## src/rtl/rr_pkt_mux_pkg.sv

```systemverilog
// rr_pkt_mux_pkg: shared state encoding and watchdog sizing for the packet mux
package rr_pkt_mux_pkg;
  localparam logic [1:0] ST_IDLE  = 2'd0;
  localparam logic [1:0] ST_XFER  = 2'd1;
  localparam logic [1:0] ST_FLUSH = 2'd2;
  localparam int TIMEOUT_CNT_MAX_DFLT = 32;
  localparam int TIMEOUT_W = $clog2(TIMEOUT_CNT_MAX_DFLT + 1);
  function automatic int cnt_w(input int max);
    return $clog2(max + 1);
  endfunction
endpackage

```

## src/rtl/rr_pkt_mux_pick.sv

```systemverilog
// rr_pick: cyclic first-set-bit picker starting at one-hot base (doubled-vector subtract)
module rr_pick #(
  parameter int N = 2
) (
  input  logic [N-1:0] req,
  input  logic [N-1:0] base,
  output logic [N-1:0] win
);
  logic [2*N-1:0] d, g;
  assign d = {req, req};
  // subtracting base clears the lowest request at or above base, wrapping via the upper copy
  assign g = d & ~(d - {{N{1'b0}}, base});
  assign win = g[N-1:0] | g[2*N-1:N];
endmodule

```

## src/rtl/rr_pkt_mux.sv

```systemverilog
// rr_pkt_mux: packet-granular round-robin link mux with mid-packet stall watchdog
module rr_pkt_mux
  import rr_pkt_mux_pkg::*;
#(
  parameter int NREQ = 2,
  parameter int DW = 16,
  parameter int TIMEOUT_CNT_MAX = TIMEOUT_CNT_MAX_DFLT
) (
  input  logic                 clk,
  input  logic                 rst_n,
  input  logic [NREQ*DW-1:0]   s_tdata,
  input  logic [NREQ-1:0]      s_tvalid,
  input  logic [NREQ-1:0]      s_tlast,
  output logic [NREQ-1:0]      s_tready,
  output logic [DW-1:0]        m_tdata,
  output logic                 m_tvalid,
  output logic                 m_tlast,
  output logic                 m_tuser,
  input  logic                 m_tready,
  output logic [NREQ-1:0]      grant,
  output logic                 timeoutStrobe,
  output logic [15:0]          timeoutCount
);
  localparam int TW = cnt_w(TIMEOUT_CNT_MAX);
  logic [1:0] state;
  logic [NREQ-1:0] base, win;
  logic [TW-1:0] wd;
  logic [DW-1:0] gdata;
  logic gvalid, glast, xfer, flush, expire, done;
  rr_pick #(.N(NREQ)) u_pick (.req(s_tvalid), .base(base), .win(win));
  always_comb begin
    gdata = '0;
    for (int i = 0; i < NREQ; i++) gdata = gdata | (grant[i] ? s_tdata[i*DW +: DW] : '0);
  end
  assign gvalid = |(grant & s_tvalid);
  assign glast = |(grant & s_tlast);
  assign xfer = state == ST_XFER;
  assign flush = state == ST_FLUSH;
  assign expire = xfer & ~gvalid & (wd == TW'(TIMEOUT_CNT_MAX - 1));
  assign done = (xfer & gvalid & glast & m_tready) | (flush & m_tready);
  assign m_tvalid = xfer ? gvalid : flush;
  assign m_tlast = xfer ? glast : flush;
  assign m_tuser = flush;
  assign m_tdata = xfer ? gdata : '0;
  assign s_tready = xfer ? grant & {NREQ{m_tready}} : '0;
  always_ff @(posedge clk or negedge rst_n)
    if (!rst_n) begin
      state <= ST_IDLE;
      grant <= '0;
      base <= {{(NREQ-1){1'b0}}, 1'b1};
      wd <= '0;
      timeoutStrobe <= 1'b0;
      timeoutCount <= '0;
    end else begin
      timeoutStrobe <= expire;
      if (expire) timeoutCount <= timeoutCount + {15'd0, timeoutCount != 16'hFFFF};
      // only a granted-source valid gap counts; backpressure leaves wd at zero
      wd <= (xfer & ~gvalid) ? wd + 1'b1 : '0;
      if (state == ST_IDLE && |s_tvalid) begin
        grant <= win;
        state <= ST_XFER;
      end else if (done) begin
        base <= {grant[NREQ-2:0], grant[NREQ-1]};
        grant <= '0;
        state <= ST_IDLE;
      end else if (expire) state <= ST_FLUSH;
    end
endmodule
```

## config.mk

```make
export PLATFORM = sky130hd
export DESIGN_NAME = rr_pkt_mux
export DESIGN_NICKNAME = d
export VERILOG_FILES = /design/src/rtl/rr_pkt_mux_pkg.sv /design/src/rtl/rr_pkt_mux_pick.sv /design/src/rtl/rr_pkt_mux.sv
export SDC_FILE = /design/constraint.sdc
export NUM_CORES = 1
export LEC_CHECK = 0
export CAP_MARGIN = 0
export CORE_MARGIN = 2
export CORE_UTILIZATION = 44
export DETAILED_ROUTE_END_ITERATION = 7
export PLACE_DENSITY = 0.9
export SYNTH_ARGS = -nofsm -noshare
export SYNTH_HDL_FRONTEND = slang
export SYNTH_SLANG_ARGS = --single-unit
```

## constraint.sdc

```tcl
create_clock -name clk -period 5.29 [get_ports clk]
set_clock_uncertainty 0.05 [all_clocks]
set_input_delay 1.3225 -clock clk [delete_from_list [all_inputs] [get_ports clk]]
set_output_delay 1.3225 -clock clk [all_outputs]
set_load 0.01 [all_outputs]
```

### Word-level counts from Yosys, hierarchy flattened

Index checks and enable logic that the tools add are counted.

| operators by class | value |
|---|---|
| $add $sub $neg | 3 |
| equal/unequal tests | 4 |
| muxes and demuxes | 12 |
| bitwise logic cells | 16 |
| reductions and logical operators | 8 |

Operators with widths:

| kind | count |
|---|---|
| $mux W16 | 3 |
| $add A16 B1 Y16 | 1 |
| $ne A16 B16 Y1 const B | 1 |
| $or A16 B16 Y16 | 1 |
| $mux W2 | 6 |
| $add A6 B1 Y6 const B | 1 |
| $and A1 B1 Y1 | 6 |
| $and A2 B2 Y2 | 3 |
| $eq A6 B5 Y1 const B | 1 |
| $mux W6 | 1 |
| $reduce_or A2 Y1 | 3 |
| $and A4 B4 Y4 | 1 |
| $not A4 Y4 | 1 |
| $sub A4 B2 Y4 | 1 |
| $reduce_bool A3 Y1 | 1 |
| $eq A2 B1 Y1 const B | 1 |
| $eq A2 B2 Y1 const B | 1 |
| $logic_not A2 Y1 | 1 |
| $mux W1 | 2 |
| $not A1 Y1 | 2 |
| $or A2 B2 Y2 | 1 |
| $reduce_and A2 Y1 | 1 |
| $reduce_bool A2 Y1 | 1 |
| $logic_and A1 B1 Y1 | 1 |
| $or A1 B1 Y1 | 1 |

| storage, ports and cells | value |
|---|---|
| register bits after elaboration | 29 |
| input port bits | 39 |
| output and inout bits | 40 |
| word-level logic and storage cells | 49 |

### Depth between registers and ports, before layout

| depth | value |
|---|---|
| depth in word-level cells | 8 |
| gate-level depth with buffers | 9 |
| gate-level depth less buffers | 9 |

### By module

From an unflattened synthesis, not the netlist that was laid out.

| second synthesis, totals | value |
|---|---|
| cells, all modules | 157 |
| area, all modules | 1617.8 um2 |

Modules (own cells, without submodules):

| module | instances | cells each | area each (um2) | sequential area each (um2) |
|---|---|---|---|---|
| rr_pkt_mux | 1 | 147 | 1545.2 | 726.9 |
| rr_pick | 1 | 10 | 72.6 | 0.0 |

### Worst setup path after synthesis

Ideal clock, no wire load.

| timing | value |
|---|---|
| kind | input port to output port |
| start | input port s_tvalid[0] |
| end | output port m_tvalid |
| arrival time | 1.750 ns |
| required time | 3.918 ns |
| path slack | 2.168 ns |
| stages | 2 |
| path buffers | 0 |
| cell sequence | a22oi_1 -> o21ai_0 |

| between the ends | value |
|---|---|
| longest elaborated chain between the ends | 3 |

RTL lines:

| element | RTL line | text |
|---|---|---|
| from (decl) | rr_pkt_mux.sv:12 | `input logic [NREQ-1:0] s_tvalid,` |
| $and A2 B2 Y2 | rr_pkt_mux.sv:35 | `assign gvalid = \|(grant & s_tvalid);` |
| $reduce_or A2 Y1 | rr_pkt_mux.sv:35 |  |
| $mux W1 | rr_pkt_mux.sv:41 | `assign m_tvalid = xfer ? gvalid : flush;` |
| to (decl) | rr_pkt_mux.sv:16 | `output logic m_tvalid,` |

Every way passes these cells.

### Worst setup path after layout

| timing | value |
|---|---|
| start | input port s_tvalid[1] |
| end | output port m_tvalid |

The elaborated chain is that of the path after synthesis.

==> impl_metrics.ini <==
[outcome]
outcome = completed

[placed_design]
hpwl_mm = 3.34
dpl_worst_slack_ps = 1030
port-buffer-count = 78
finalWeightedCongestion = 0.818

[power]
power_leakage_nw = 1.06
power-per-cell-area_mw_per_mm2 = 300
ir_drop_mv = 0.190

[global_route]
antenna_found_initial = 0
grt_pass1_wl_mm = 6.98
gr-total-overflow = 0
track_usage_pct = 21.9
grt_max_degree = 30
grt_pass1_vias = 1537

[die]
core_area_mm2 = 0.00361
die_w_um = 64.8
fp.dieH_um = 64.8
die-area_mm2 = 0.00420
start_util_pct = 45.1
pin_count = 79
rows = 22

[synthesis]
synth-seq-cells = 29
synth_cells = 149
yosysUniqueCellTypes = 33
synth_fp_nets = 194
ys_warn_count = 0
avgSynthCellArea_um2 = 10.9
synth_seq_area_share_pct = 44.7
syn_area_mm2 = 0.00163

[clock_network]
numCtsBuffers = 5
cts_tree = built
ctsHoldBuffers = 0
cts.repair.resized = 0
htree_num_levels = 2
clock_sinks = 29
clk_latency_ps = 280
postCtsSetupBuffers = 0
path_clk_slew_ps = 60
clk_path_buf_depth = 2
cts-root-buf = clkbuf_8

[route]
wl_met3_um = 462
maxUsedRoutingLayer = met4
wl_met2_mm = 2.25
routed_wl_mm = 4.38
dr.pass1.iters = 4
drc_errors = 0
vias = 1543
vias_per_cell = 5.51
wire_per_inst_um = 15.7
wirelength_met1_mm = 1.64
ant_nets = 0
drt-initial-drc-count = 26

[timing]
rsz0062_at_grt = false
relSlewSlack_pct = 59.3
finalHoldViolations = 0
layout_setup_ws_ps = 1020
min_period_ps = 4270
hold_slack_ps = 426
max_freq_mhz = 234
setup_violations = 0
worst_pin_slew_ps = 605
maxSlewViolCount = 0
tns_ps = 0
fin_crit_sh_pct = 80.7

[layout]
area_growth_pct = 55.9
final_common_cell = clkdlybuf4s50_1
antennaDiodeCount = 0
nets = 276
layout_common_cells = 78 x clkdlybuf4s50_1, 28 x dfrtp_1, 16 x xnor2_1, 16 x a22o_1, 10 x nand3_1
layout-drive-gt1-share_pct = 6.47

[critical_path]
crit_arrival_ps = 2900
required_ps = 3920
crit_type = input pin to output port
slowest_delay_ps = 640
slowest_stage = clkdlybuf4s50_1
crit_chain = clkdlybuf4s50_1 -> a22oi_1 -> o21ai_0 -> clkdlybuf4s50_1
crit_path_end_kind = output port
crit_path_frequent_cell = clkdlybuf4s50_1
crit_path_max_fanout = 7
start_kind = input pin

[flow_run]
maxCapViolations = 0

[hold_path]
hp-class = register to register
-- stage by stage --
step	area [um2]	power, mW	cells	utilization, %
2_1_floorplan	1630	0.439	149	-
3_3_place_gp	2450	0.585	272	68.0
3_5_place_dp	2450	0.593	272	68.0
4_1_cts	2530	0.768	280	70.3
5_1_grt	2530	0.809	280	70.3
6_report	2530	0.761	280	70.3
-- cells by family after synthesis --
family | share of synthesized area (%)
flip-flops | 44.7
XOR/XNOR | 9.70
AND/OR/NAND/NOR | 20.5
multiplexers | 2.77
adder cells (fa/ha/maj) | 5.08
buffers and inverters | 2.16
AO/OA/AOI/OAI | 15.1
-- registers in the layout, indices dropped and copies added, names as in the netlist --
register / count
base: 2
timeoutStrobe: 1
state: 2
timeoutCount: 16
grant: 2
wd: 6
-- Yosys cell counts, drive strengths merged --
library cell	n	area, um2
dfrtp	28	701
a22o	17	158
xnor2	16	140
nand3	10	50.1
nor2	9	33.8
and3	8	50.1
nand4	7	43.8
nand2	6	22.5
ha	5	62.6
inv	4	15.0
mux2	4	45.0
a21oi	3	15.0
and2	3	18.8
nand2b	3	26.3
nor4	3	48.8
o21ai	3	15.0
a22oi	2	15.0
a32o	2	20.0
and4	2	17.5
buf	2	10.0
clkbuf	2	10.0
o31ai	2	15.0
xor2	2	17.5
dfstp	1	26.3
fa	1	20.0
nand4b	1	8.76
nor2b	1	6.26
o21a	1	7.51
or3	1	6.26
-- metal layers --
metal,GRT usage [%],vias up
li1,-,715
met1,22.6,745
met2,39.9,79
met3,8.33,4
met4,7.98,0
met5,0,-
-- path summary, 6_finish.rpt --
kind	from	endpoint	slack (ps)	cells past startpoint
max	s_tvalid[1]	m_tvalid	1020	4
max reg2reg	timeoutCount[6]	timeoutCount[12]	2770	9
min	wd[0]	wd[0]	430	1
max in group asynchronous	rst_n	base[0]	3520	2
min reg2reg	wd[0]	wd[0]	430	1
min in group asynchronous	rst_n	timeoutCount[11]	1370	2
-- power by group --
group / total [mW] / internal, mW / switching [mW]
registers: 0.276 / 0.248 / 0.0283
logic: 0.311 / 0.176 / 0.134
clock network: 0.174 / 0.0932 / 0.0809
-- final cells by class --
cell class | count | area, um2
tap | 48 | 60.1
clock buffer | 8 | 80.1
inverter | 4 | 15.0
sequential | 29 | 727
timing repair buffer | 79 | 788
fill | 279 | 1070
multi-input combinational | 112 | 863
-- worst max-delay path, delay by kind of cell --
kind	cells	cell delay, ps
buffers and inverters	2	1200
AOI/OAI and AO/OA	2	360
Power figures use the tool's default switching activity.
